File: config.mk
export PLATFORM = sky130hd
export DESIGN_NAME = vram_hdma
export DESIGN_NICKNAME = d
export VERILOG_FILES = /design/src/rtl/gbc_pkg.sv /design/src/rtl/hdma_byte_mover.sv /design/src/rtl/vram_hdma.sv
export SDC_FILE = /design/constraint.sdc
export NUM_CORES = 1
export LEC_CHECK = 0
export CAP_MARGIN = 15
export CORE_MARGIN = 5
export CORE_UTILIZATION = 35
export CTS_CLUSTER_SIZE = 16
export DETAILED_ROUTE_END_ITERATION = 10
export GPL_TIMING_DRIVEN = 0
export SYNTH_ARGS = -nofsm -noshare
export SYNTH_HDL_FRONTEND = slang
export SYNTH_SLANG_ARGS = --single-unit
File: constraint.sdc
create_clock -name clk_i -period 2.6 [get_ports clk_i]
set_input_delay 0.65 -clock clk_i [delete_from_list [all_inputs] [get_ports clk_i]]
set_output_delay 0.65 -clock clk_i [all_outputs]
set_load 0.01 [all_outputs]
File: src/rtl/gbc_pkg.sv
// Shared types and constants for the CGB VRAM DMA block.
// Register indices map HDMA1..HDMA5 (FF51..FF55) onto reg_sel_i.
package gbc_pkg;

  typedef enum logic [1:0] {
    IDLE,
    GDMA_XFER,
    HB_WAIT,
    HB_XFER
  } hdma_state_t;

  typedef enum logic [1:0] {
    MV_IDLE,
    MV_REQ,
    MV_WR
  } mover_state_t;

  localparam logic [2:0] HDMA1 = 3'd0;
  localparam logic [2:0] HDMA2 = 3'd1;
  localparam logic [2:0] HDMA3 = 3'd2;
  localparam logic [2:0] HDMA4 = 3'd3;
  localparam logic [2:0] HDMA5 = 3'd4;

  localparam int HDMA_BLOCK_BYTES = 16;

endpackage

File: src/rtl/hdma_byte_mover.sv
// Read-capture-write sequencer moving one byte at a time into VRAM.
// Owns the live source/destination address counters.
module hdma_byte_mover
  import gbc_pkg::*;
(
  input  logic        clk_i,
  input  logic        rst_ni,
  input  logic        load_i,
  input  logic [15:0] src_ld_i,
  input  logic [12:0] dst_ld_i,
  input  logic        run_i,
  input  logic        src_valid_i,
  input  logic [7:0]  src_rdata_i,
  output logic        src_req_o,
  output logic [15:0] src_addr_o,
  output logic        vram_we_o,
  output logic [12:0] vram_addr_o,
  output logic [7:0]  vram_wdata_o
);

  mover_state_t state_q, state_d;
  logic [15:0]  src_q;
  logic [12:0]  dst_q;
  logic [7:0]   data_q;

  assign src_addr_o   = src_q;
  assign vram_addr_o  = dst_q;
  assign vram_wdata_o = data_q;

  // Next-state and strobes; WR chains straight into REQ for 2 cycles/byte.
  always_comb begin
    state_d   = state_q;
    src_req_o = 1'b0;
    vram_we_o = 1'b0;
    unique case (state_q)
      MV_IDLE: begin
        if (run_i) state_d = MV_REQ;
      end
      MV_REQ: begin
        src_req_o = 1'b1;
        if (src_valid_i) state_d = MV_WR;
      end
      MV_WR: begin
        vram_we_o = 1'b1;
        state_d   = run_i ? MV_REQ : MV_IDLE;
      end
      default: state_d = MV_IDLE;
    endcase
  end

  // Sequencer state register.
  always_ff @(posedge clk_i or negedge rst_ni) begin
    if (!rst_ni) state_q <= MV_IDLE;
    else         state_q <= state_d;
  end

  // Address counters advance after each write; data captured on valid.
  always_ff @(posedge clk_i or negedge rst_ni) begin
    if (!rst_ni) begin
      src_q  <= '0;
      dst_q  <= '0;
      data_q <= '0;
    end else begin
      if (load_i) begin
        src_q <= src_ld_i;
        dst_q <= dst_ld_i;
      end else if (state_q == MV_WR) begin
        src_q <= src_q + 16'd1;
        dst_q <= dst_q + 13'd1;
      end
      if (state_q == MV_REQ && src_valid_i) data_q <= src_rdata_i;
    end
  end

endmodule

File: src/rtl/vram_hdma.sv
// CGB VRAM DMA: HDMA1-5 register file and general/H-blank transfer FSM.
// Byte movement is delegated to hdma_byte_mover.
module vram_hdma
  import gbc_pkg::*;
#(
  parameter int BLOCK_BYTES = HDMA_BLOCK_BYTES
) (
  input  logic        clk_i,
  input  logic        rst_ni,
  input  logic [2:0]  reg_sel_i,
  input  logic        reg_wr_i,
  input  logic        reg_rd_i,
  input  logic [7:0]  reg_wdata_i,
  output logic [7:0]  reg_rdata_o,
  input  logic        hblank_start_i,
  input  logic        lcd_on_i,
  output logic        src_req_o,
  output logic [15:0] src_addr_o,
  input  logic        src_valid_i,
  input  logic [7:0]  src_rdata_i,
  output logic        vram_we_o,
  output logic [12:0] vram_addr_o,
  output logic [7:0]  vram_wdata_o,
  output logic        cpu_stall_o
);

  localparam logic [7:0] LAST = 8'(BLOCK_BYTES - 1);

  hdma_state_t state_q, state_d;
  logic [15:4] src_prog_q;
  logic [12:4] dst_prog_q;
  logic [6:0]  rem_q, rem_d;
  logic [7:0]  cnt_q, cnt_d;
  logic        term_q, term_d;
  logic        stop_q, stop_d;
  logic        load;
  logic        run;
  logic        hdma5_wr;
  logic        stop_now;
  logic        blk_end;
  logic [7:0]  hdma5_val;

  assign hdma5_wr    = reg_wr_i && reg_sel_i == HDMA5;
  assign stop_now    = hdma5_wr && !reg_wdata_i[7];
  assign blk_end     = vram_we_o && cnt_q == LAST;
  assign cpu_stall_o = state_q == GDMA_XFER || state_q == HB_XFER;

  // Mover keeps going until the block (or whole GDMA) ends this cycle.
  assign run = (state_q == GDMA_XFER && !(blk_end && rem_q == '0))
            || (state_q == HB_XFER && !blk_end);

  hdma_byte_mover u_mover (
    .clk_i        (clk_i),
    .rst_ni       (rst_ni),
    .load_i       (load),
    .src_ld_i     ({src_prog_q, 4'h0}),
    .dst_ld_i     ({dst_prog_q, 4'h0}),
    .run_i        (run),
    .src_valid_i  (src_valid_i),
    .src_rdata_i  (src_rdata_i),
    .src_req_o    (src_req_o),
    .src_addr_o   (src_addr_o),
    .vram_we_o    (vram_we_o),
    .vram_addr_o  (vram_addr_o),
    .vram_wdata_o (vram_wdata_o)
  );

  // Register read mux; reflects state before any same-cycle write.
  always_comb begin
    if (state_q == IDLE) hdma5_val = term_q ? {1'b1, rem_q} : 8'hFF;
    else                 hdma5_val = {1'b0, rem_q};
    reg_rdata_o = 8'h00;
    if (reg_rd_i) reg_rdata_o = (reg_sel_i == HDMA5) ? hdma5_val : 8'hFF;
  end

  // Transfer FSM: next state, block/byte counters and termination flags.
  always_comb begin
    state_d = state_q;
    rem_d   = rem_q;
    cnt_d   = cnt_q;
    term_d  = term_q;
    stop_d  = stop_q;
    load    = 1'b0;
    unique case (state_q)
      IDLE: begin
        if (hdma5_wr) begin
          load   = 1'b1;
          rem_d  = reg_wdata_i[6:0];
          cnt_d  = '0;
          term_d = 1'b0;
          stop_d = 1'b0;
          if (!reg_wdata_i[7])  state_d = GDMA_XFER;
          else if (lcd_on_i)    state_d = HB_WAIT;
          else                  state_d = HB_XFER;
        end
      end
      GDMA_XFER: begin
        if (blk_end) begin
          cnt_d = '0;
          if (rem_q == '0) state_d = IDLE;
          else             rem_d   = rem_q - 7'd1;
        end else if (vram_we_o) begin
          cnt_d = cnt_q + 8'd1;
        end
      end
      HB_WAIT: begin
        if (stop_now) begin
          state_d = IDLE;
          term_d  = 1'b1;
        end else if (hblank_start_i) begin
          state_d = HB_XFER;
        end
      end
      HB_XFER: begin
        if (stop_now) stop_d = 1'b1;
        if (blk_end) begin
          cnt_d  = '0;
          stop_d = 1'b0;
          if (rem_q == '0) begin
            state_d = IDLE;
          end else begin
            rem_d = rem_q - 7'd1;
            if (stop_q || stop_now) begin
              state_d = IDLE;
              term_d  = 1'b1;
            end else begin
              state_d = HB_WAIT;
            end
          end
        end else if (vram_we_o) begin
          cnt_d = cnt_q + 8'd1;
        end
      end
      default: state_d = IDLE;
    endcase
  end

  // FSM and live counter registers.
  always_ff @(posedge clk_i or negedge rst_ni) begin
    if (!rst_ni) begin
      state_q <= IDLE;
      rem_q   <= '0;
      cnt_q   <= '0;
      term_q  <= 1'b0;
      stop_q  <= 1'b0;
    end else begin
      state_q <= state_d;
      rem_q   <= rem_d;
      cnt_q   <= cnt_d;
      term_q  <= term_d;
      stop_q  <= stop_d;
    end
  end

  // Programmed source/destination; never touches the live counters.
  always_ff @(posedge clk_i or negedge rst_ni) begin
    if (!rst_ni) begin
      src_prog_q <= '0;
      dst_prog_q <= '0;
    end else if (reg_wr_i) begin
      unique case (reg_sel_i)
        HDMA1:   src_prog_q[15:8] <= reg_wdata_i;
        HDMA2:   src_prog_q[7:4]  <= reg_wdata_i[7:4];
        HDMA3:   dst_prog_q[12:8] <= reg_wdata_i[4:0];
        HDMA4:   dst_prog_q[7:4]  <= reg_wdata_i[7:4];
        default: ;
      endcase
    end
  end

endmodule

==> metrics.md, run 1 <==
| Metric | Value |
|---|---|
| Outcome | finished, final reports clean |
| Ys async rst share | 1.00 |
| DR vias | 3071 |
| Layout area overhead | 30.7% |
| FF-to-FF path depth | 5 |
| Initial antenna violation count | 0 |
| Final Util | 0.468 |
| Reg-to-Reg End | rem_q[5] |
| Setup crit end kind | output pin |
| Setup WS post-layout | 0.0537 ns |
| TritonCTS Buffers | 9 |
| Final count of pins violating max slew | 0 |
| Clock Latency Late Sink | 0.35 ns |
| Grt met3 use | 0.0537 |
| GR Layer Usage met1 | 0.201 |
| Vias in the first global route | 3073 |
| Post-Synthesis Cells | 373 |
| EDFF count, synth | 0 |
| Final hold slack | 0.193 ns |
| Fin Clk Skew | 0.0122 ns |
| Vias per cell | 5.09 |
| YS warnings | 0 |
| GRT busiest layer | met2 |
| Critical Path End | reg_rdata_o[4] |
| Fmax | 393 MHz |
| Final ANT Viol Nets | 0 |
| Ant diodes | 0 |
| Core box area | 10800 sq um |
| TritonRoute pass-1 iters | 4 |
| Pwr per Cell Area | 910 nW/um^2 |
| R2R Setup Slk | 0.50 ns |
| Gr ovfl total | 0 |
| Commonest non-fill, non-tap cell in the layout | dfrtp_1 |
| Peak VDD IR | 0.501 mV |
| Total Routed Length | 9580 um |
| Largest net degree at the start of global routing | 55 |
| Min-Delay Path Class | input port to asynchronous set/reset pin |
| Clock sink count | 79 |
| Static leakage | 2.05 nW |
| Setup Viol. Count Final | 0 |
| # IOs | 74 |
| Die W | 115 um |
| Worst slack at placement | -0.523 ns |
| Max_cap viols | 0 |
| Worst-path clk slew | 0.09 ns |
| Fin crit period | 2.55 ns |
| CTS HTree Levels | 3 |
| DR WL/cell | 15.9 um |
| Worst slew margin | 0.375 |
| Syn nets | 403 |
| Yosys reg bits | 79 |
| Remaining DRCs | 0 |
| Crit path kind | input port to output pin |
| CP Max Fanout | 7 |
| Die Height | 115 um |
| Tot Pwr | 4.62 mW |
| Clk buf depth | 2 |
| Reg2reg start | cnt_q[4] |
| TritonCTS clock tree | done |
| Row Count | 38 |
| Seq/Total Area, Yosys | 0.510 |
| Final Hold Vio Count | 0 |
| DP HPWL | 7060 um |
| Layout cells sized above 1 | 0.153 |
| RSZ-0062 raised after global routing | no |
| Ys flop type | dfrtp_1 |
| Starting density of the core | 0.358 |
| Data required, critical path | 1.95 ns |
| GRT Overall Usage | 0.151 |
| Hold buffers post-CTS | 0 |
| Worst Tran Pin Value | 0.935 ns |
| Root buf cell | clkbuf_8 |
| Final period utilization | 0.979 |
| PortBufs | 72 |
| NumNets Final | 488 |
| First-pass GRT wire length | 15900 um |
| Commonest non-fill, non-tap cells in the layout | 78 x dfrtp_1, 59 x clkdlybuf4s50_1, 48 x nand2_1, 32 x o21ai_0, 30 x mux2_2 |
| GPL Wtd Cong | 0.764 |
| Mean Syn Cell Area | 10.4 sq um |
| Met2 GRT Util | 0.242 |
| Post-synth cell types | 47 |
| Worst endpoint data arrival time | 1.90 ns |
| Starting DRC count in detailed routing | 240 |
| Die area | 13300 sq um |
| Critical path startpoint | reg_sel_i[2] |
| Worst Setup Start Kind | input port |
| Netlist Area Pre-Place | 3880 sq um |
[worst max-delay path, stage by stage]
cell	delay, ns
dlygate4sd2_1	0.41
o311ai_4	0.19
buf_4	0.18
o21a_1	0.17
dlygate4sd2_1	0.29
[area by class of cell]
class	count	area, sq um
clock inverters	7	83.8
flip-flops and latches	79	1980
inverters	8	32.5
clock buffers	9	124
multi-input cells	271	1850
fillers	1065	5770
well taps	140	175
plain buffers	13	57.6
repair buffers	76	769
[cells in the mapped netlist (2+ instances only)]
cell type / instances / area [sq um]
and4_1: 4 / 35.0
xor2_1: 20 / 175
mux2i_1: 2 / 20.0
o21ai_0: 32 / 160
nand3_1: 19 / 95.1
nor3_2: 2 / 20.0
nand2b_1: 3 / 18.8
inv_1: 8 / 30.0
o32ai_1: 2 / 17.5
a21oi_1: 9 / 45.0
nand3b_1: 2 / 15.0
clkbuf_1: 12 / 45.0
buf_1: 3 / 11.3
mux2_2: 30 / 338
ha_1: 4 / 50.1
dfrtp_1: 79 / 1980
xnor2_1: 13 / 114
a21o_1: 2 / 15.0
o31ai_1: 2 / 15.0
nor2_1: 24 / 90.1
nor4b_2: 2 / 30.0
o21a_1: 7 / 52.6
o22ai_1: 2 / 12.5
nor3_1: 5 / 25.0
nand2_1: 48 / 180
and3_1: 8 / 50.1
and2_1: 2 / 12.5
nand4_1: 8 / 50.1
[through the flow]
step,instances,instance area (sq um),setup TNS (ns)
floorplan,373,3880,0
global placement,585,4780,-167.71
detailed placement,586,4800,-13.47
CTS,603,5060,0
global route,603,5070,0
finish,603,5070,0
[power breakdown]
| part | internal [mW] | switching, mW | total [mW] | leakage, nW |
|---|---|---|---|---|
| logic | 0.924 | 0.700 | 1.62 | 1.03 |
| registers | 1.63 | 0.402 | 2.03 | 0.920 |
| clock network | 0.462 | 0.498 | 0.960 | 0.103 |
| total | 3.02 | 1.60 | 4.62 | 2.05 |
[worst min-delay path by stage]
| stage | cells past startpoint | endpoint | slack [ns] | start |
|---|---|---|---|---|
| 6_report | 1 | u_mover.vram_addr_o[0] | 0.19 | rst_ni |
| 3_3_place_gp | 2 | u_mover.src_addr_o[14] | 0.46 | src_prog_q[14] |
| 4_1_cts | 1 | u_mover.vram_addr_o[0] | 0.19 | rst_ni |
| 5_1_grt | 1 | u_mover.vram_addr_o[0] | 0.21 | rst_ni |
| 2_1_floorplan | 0 | cnt_q[0] | 0.35 | rst_ni |
| 3_5_place_dp | 2 | u_mover.src_addr_o[14] | 0.47 | src_prog_q[14] |
[metal layers]
metal,part of all wire,routed length [um],up-vias
li1,-,-,1487
met1,0.44,4240,1484
met2,0.48,4580,93
met3,0.069,662,7
met4,0.0095,91,0
met5,0,0,-
[kinds of logic after synthesis]
kind of cell,after synthesis,synth area share
AO/OA/AOI/OAI,65,0.105
XOR/XNOR,33,0.0745
buffers and inverters,23,0.0223
adder cells (fa/ha/maj),4,0.0129
AND/OR/NAND/NOR,137,0.184
multiplexers,32,0.0922
flip-flops,79,0.510
[state kept, by name, summed over array words and instances, names as in the netlist, 7 cells and up]
name	count
u_mover.vram_addr_o	13
src_prog_q	12
u_mover.src_addr_o	16
rem_q	7
cnt_q	8
u_mover.vram_wdata_o	8
dst_prog_q	9
[timing repair]
item,4_1_cts,5_1_grt
setup buffers,3,0
resized for setup,26,5
setup endpoints to repair,9,18
gates cloned,0,0
pin swaps,2,0
No activity file was read; power rests on OpenSTA's default activity.
==> inputs of run 2 (changes only) <==
Settings changed: MAX_ROUTING_LAYER from default to met4, REMOVE_ABC_BUFFERS from default to 1.
==> run 2 against run 1 <==
  * Register-to-register slack got worse by 0.05 ns
  * Critical path depth decreased by 2
  * Maximum frequency increased by 3.4%
  * Total power increased by 0.96%
  * Critical path type is now register to output pin
  * Count of clock-buffer cells in the layout increased by 1
  * Hold slack got worse by 0.038 ns
  * Combinational power about the same
==> metrics.md, run 2 (synthesized netlist as in run 1, its figures left out) <==
| Metric | Value |
|---|---|
| Data required, critical path | 1.95 ns (about the same) |
| CP Max Fanout | 11 (+4) |
| GRT Overall Usage | 0.148 (-0.00280) |
| Worst slack at placement | -0.452 ns (+0.0710 ns) |
| Total Routed Length | 9320 um (-2.7%) |
| Root buf cell | clkbuf_8 |
| Filler cells | 1079 (+1.3%) |
| FF-to-FF path depth | 5 (unchanged) |
| Crit path kind | register to output pin |
| Final Hold Vio Count | 0 (unchanged) |
| Ant diodes | 0 (unchanged) |
| Remaining DRCs | 0 (unchanged) |
| Max incr delay on CP | 0.57 ns (+0.16 ns) |
| Worst Tran Pin Value | 0.973 ns (+0.0373 ns) |
| First-pass GRT wire length | 15200 um (-4.4%) |
| Fin cells | 596 (-1.2%) |
| Fin crit period | 2.46 ns (-0.0828 ns) |
| Final count of pins violating max slew | 0 (unchanged) |
| DR vias | 3015 (-1.8%) |
| Row Count | 38 (unchanged) |
| Final period utilization | 0.948 (-0.0318) |
| TritonRoute pass-1 iters | 4 (unchanged) |
| Worst endpoint data arrival time | 1.81 ns (-0.09 ns) |
| Pwr per Cell Area | 913 nW/um^2 (+0.34%) |
| Starting DRC count in detailed routing | 164 (-32%) |
| Die W | 115 um (unchanged) |
| Hold buffers post-CTS | 0 (unchanged) |
| DP HPWL | 6600 um (-6.5%) |
| RSZ-0062 raised after global routing | no |
| CP Cell Sequence | nand2b_2, clkinvlp_4, clkdlybuf4s50_1 |
| Top Metal Used | met4 |
| Commonest non-fill, non-tap cells in the layout | 77 x dfrtp_1, 60 x clkdlybuf4s50_1, 48 x nand2_1, 32 x o21ai_0, 30 x mux2_2 |
| Die Height | 115 um (unchanged) |
| CTS HTree Levels | 3 (unchanged) |
| Clock sink count | 79 (unchanged) |
| Static leakage | 2.04 nW (-0.26%) |
| Core box area | 10800 sq um (unchanged) |
| Final Util | 0.471 (+0.00289) |
| Max reg flops | 16 (unchanged) |
| Vias per cell | 5.06 (-0.67%) |
| Outcome | finished, final reports clean |
| Worst Setup Start Kind | register |
| Starting density of the core | 0.358 (unchanged) |
| # IOs | 74 (unchanged) |
| Gr ovfl total | 0 (unchanged) |
| Placed Cells | 574 (-2.0%) |
| Min-Delay Path Class | input port to asynchronous set/reset pin |
| Worst slew margin | 0.343 (-0.0321) |
| Final ANT Viol Nets | 0 (unchanged) |
| Layout area overhead | 31.5% |
| Layout cells sized above 1 | 0.156 (+0.00235) |
| Reg-to-Reg End | rem_q[6] |
| NumNets Final | 481 (-1.4%) |
| Setup Viol. Count Final | 0 (unchanged) |
| Fmax | 406 MHz (+3.4%) |
| Setup WS post-layout | 0.136 ns (+0.0828 ns) |
| Met1 Wirelength | 4440 um (+4.7%) |
| PortBufs | 73 (+1.4%) |
| Setup crit end kind | output pin |
| DR WL/cell | 15.6 um (-1.5%) |
| Worst-path clk slew | 0.09 ns (about the same) |
| Reg2reg start | cnt_q[4] |
| TritonCTS Buffers | 9 (unchanged) |
| Commonest non-fill, non-tap cell in the layout | dfrtp_1 |
| Clk buf depth | 2 (unchanged) |
| WL met2 | 4500 um (-1.9%) |
| Clock Latency Late Sink | 0.35 ns (about the same) |
| Initial antenna violation count | 0 (unchanged) |
| Max_cap viols | 0 (unchanged) |
| Largest net degree at the start of global routing | 64 (+16%) |
| Vias in the first global route | 3038 (-1.1%) |
| Crit-path slowest cell | clkdlybuf4s50_1 |
| R2R Setup Slk | 0.45 ns (-0.05 ns) |
| Die area | 13300 sq um (unchanged) |
| Wire length on met3 | 310 um (-53%) |
| GPL Wtd Cong | 0.797 (+4.4%) |
| Fin Clk Skew | 0.0155 ns (+0.00328 ns) |
| Peak VDD IR | 0.366 mV (-27%) |
| TritonCTS clock tree | done |
==> run 2: changes by cell type in the layout (fill, tap and decap cells not counted), moves of 2 or more <==
cell             before  now
dlygate4sd2_1         7   11
buf_1                 2    0
clkdlybuf4s15_2       2    0
buf_16                1    3
clkbuf_1              8    1
dlymetal6s2s_1        3    1
==> run 2: cell type report <==
class	instances	area (sq um)	area share
sequential	79	1980	0.388
multi-input combinational	271	1850	0.363
timing repair buffer	81	837	0.164
tap	140	175	0.0343
clock buffer	10	128	0.0250
clock inverter	6	91.3	0.0179
inverter	8	33.8	0.00662
timing repair inverter	1	5.00	0.000981
==> run 2: stage by stage <==
step	hold WS [ns]	setup TNS [ns]	power, mW	instance area, sq um
final	0.155	0	4.66	5100
after global routing	0.158	0	4.97	5100
after CTS	0.152	0	4.73	5100
after detailed placement	0.467	-6.83	3.67	4820
after global placement	0.459	-234.41	3.63	4730
after floorplan	0.354	-6.60	2.84	3820
==> run 2: routing by layer <==
layer  vias to the layer above  global-route usage
met2                        59               0.234
met3                         7              0.0174
li1                       1470                   -
met4                         0              0.0423
met1                      1479               0.203
met5                         -                   -
==> run 2: how the worst max path moves through the flow <==
stage	from	slack [ns]	end
finish	u_mover.state_q[0]	0.14	vram_we_o
global route	reg_wr_i	0.003	rem_q[6]
CTS	reg_sel_i[0]	0.02	reg_rdata_o[7]
detailed placement	reg_sel_i[1]	-0.45	reg_rdata_o[1]
global placement	rst_ni	-2.07	u_mover.vram_wdata_o[4]
floorplan	reg_sel_i[0]	-0.42	rem_q[2]
==> run 2: worst max-delay path, delay by kind of cell (launching register included) <==
| family | cells | cell delay [ns] |
|---|---|---|
| buf+inv | 2 | 0.79 |
| flops | 1 | 0.40 |
| simple gates | 1 | 0.28 |
==> run 2: power by group <==
group | internal, mW | leakage, nW | switching (mW) | total, mW
clock network | 0.549 | 0.111 | 0.470 | 1.02
logic | 0.922 | 1.01 | 0.707 | 1.63
registers | 1.63 | 0.921 | 0.383 | 2.01
total | 3.10 | 2.04 | 1.56 | 4.66
==> run 2: what timing repair did <==
item,4_1_cts,5_1_grt
endpoints found under the setup margin,9,1
endpoints found under the hold margin,0,0
gates resized for setup,20,1
pin swaps,2,0
buffers inserted,5,0
cloned,1,0
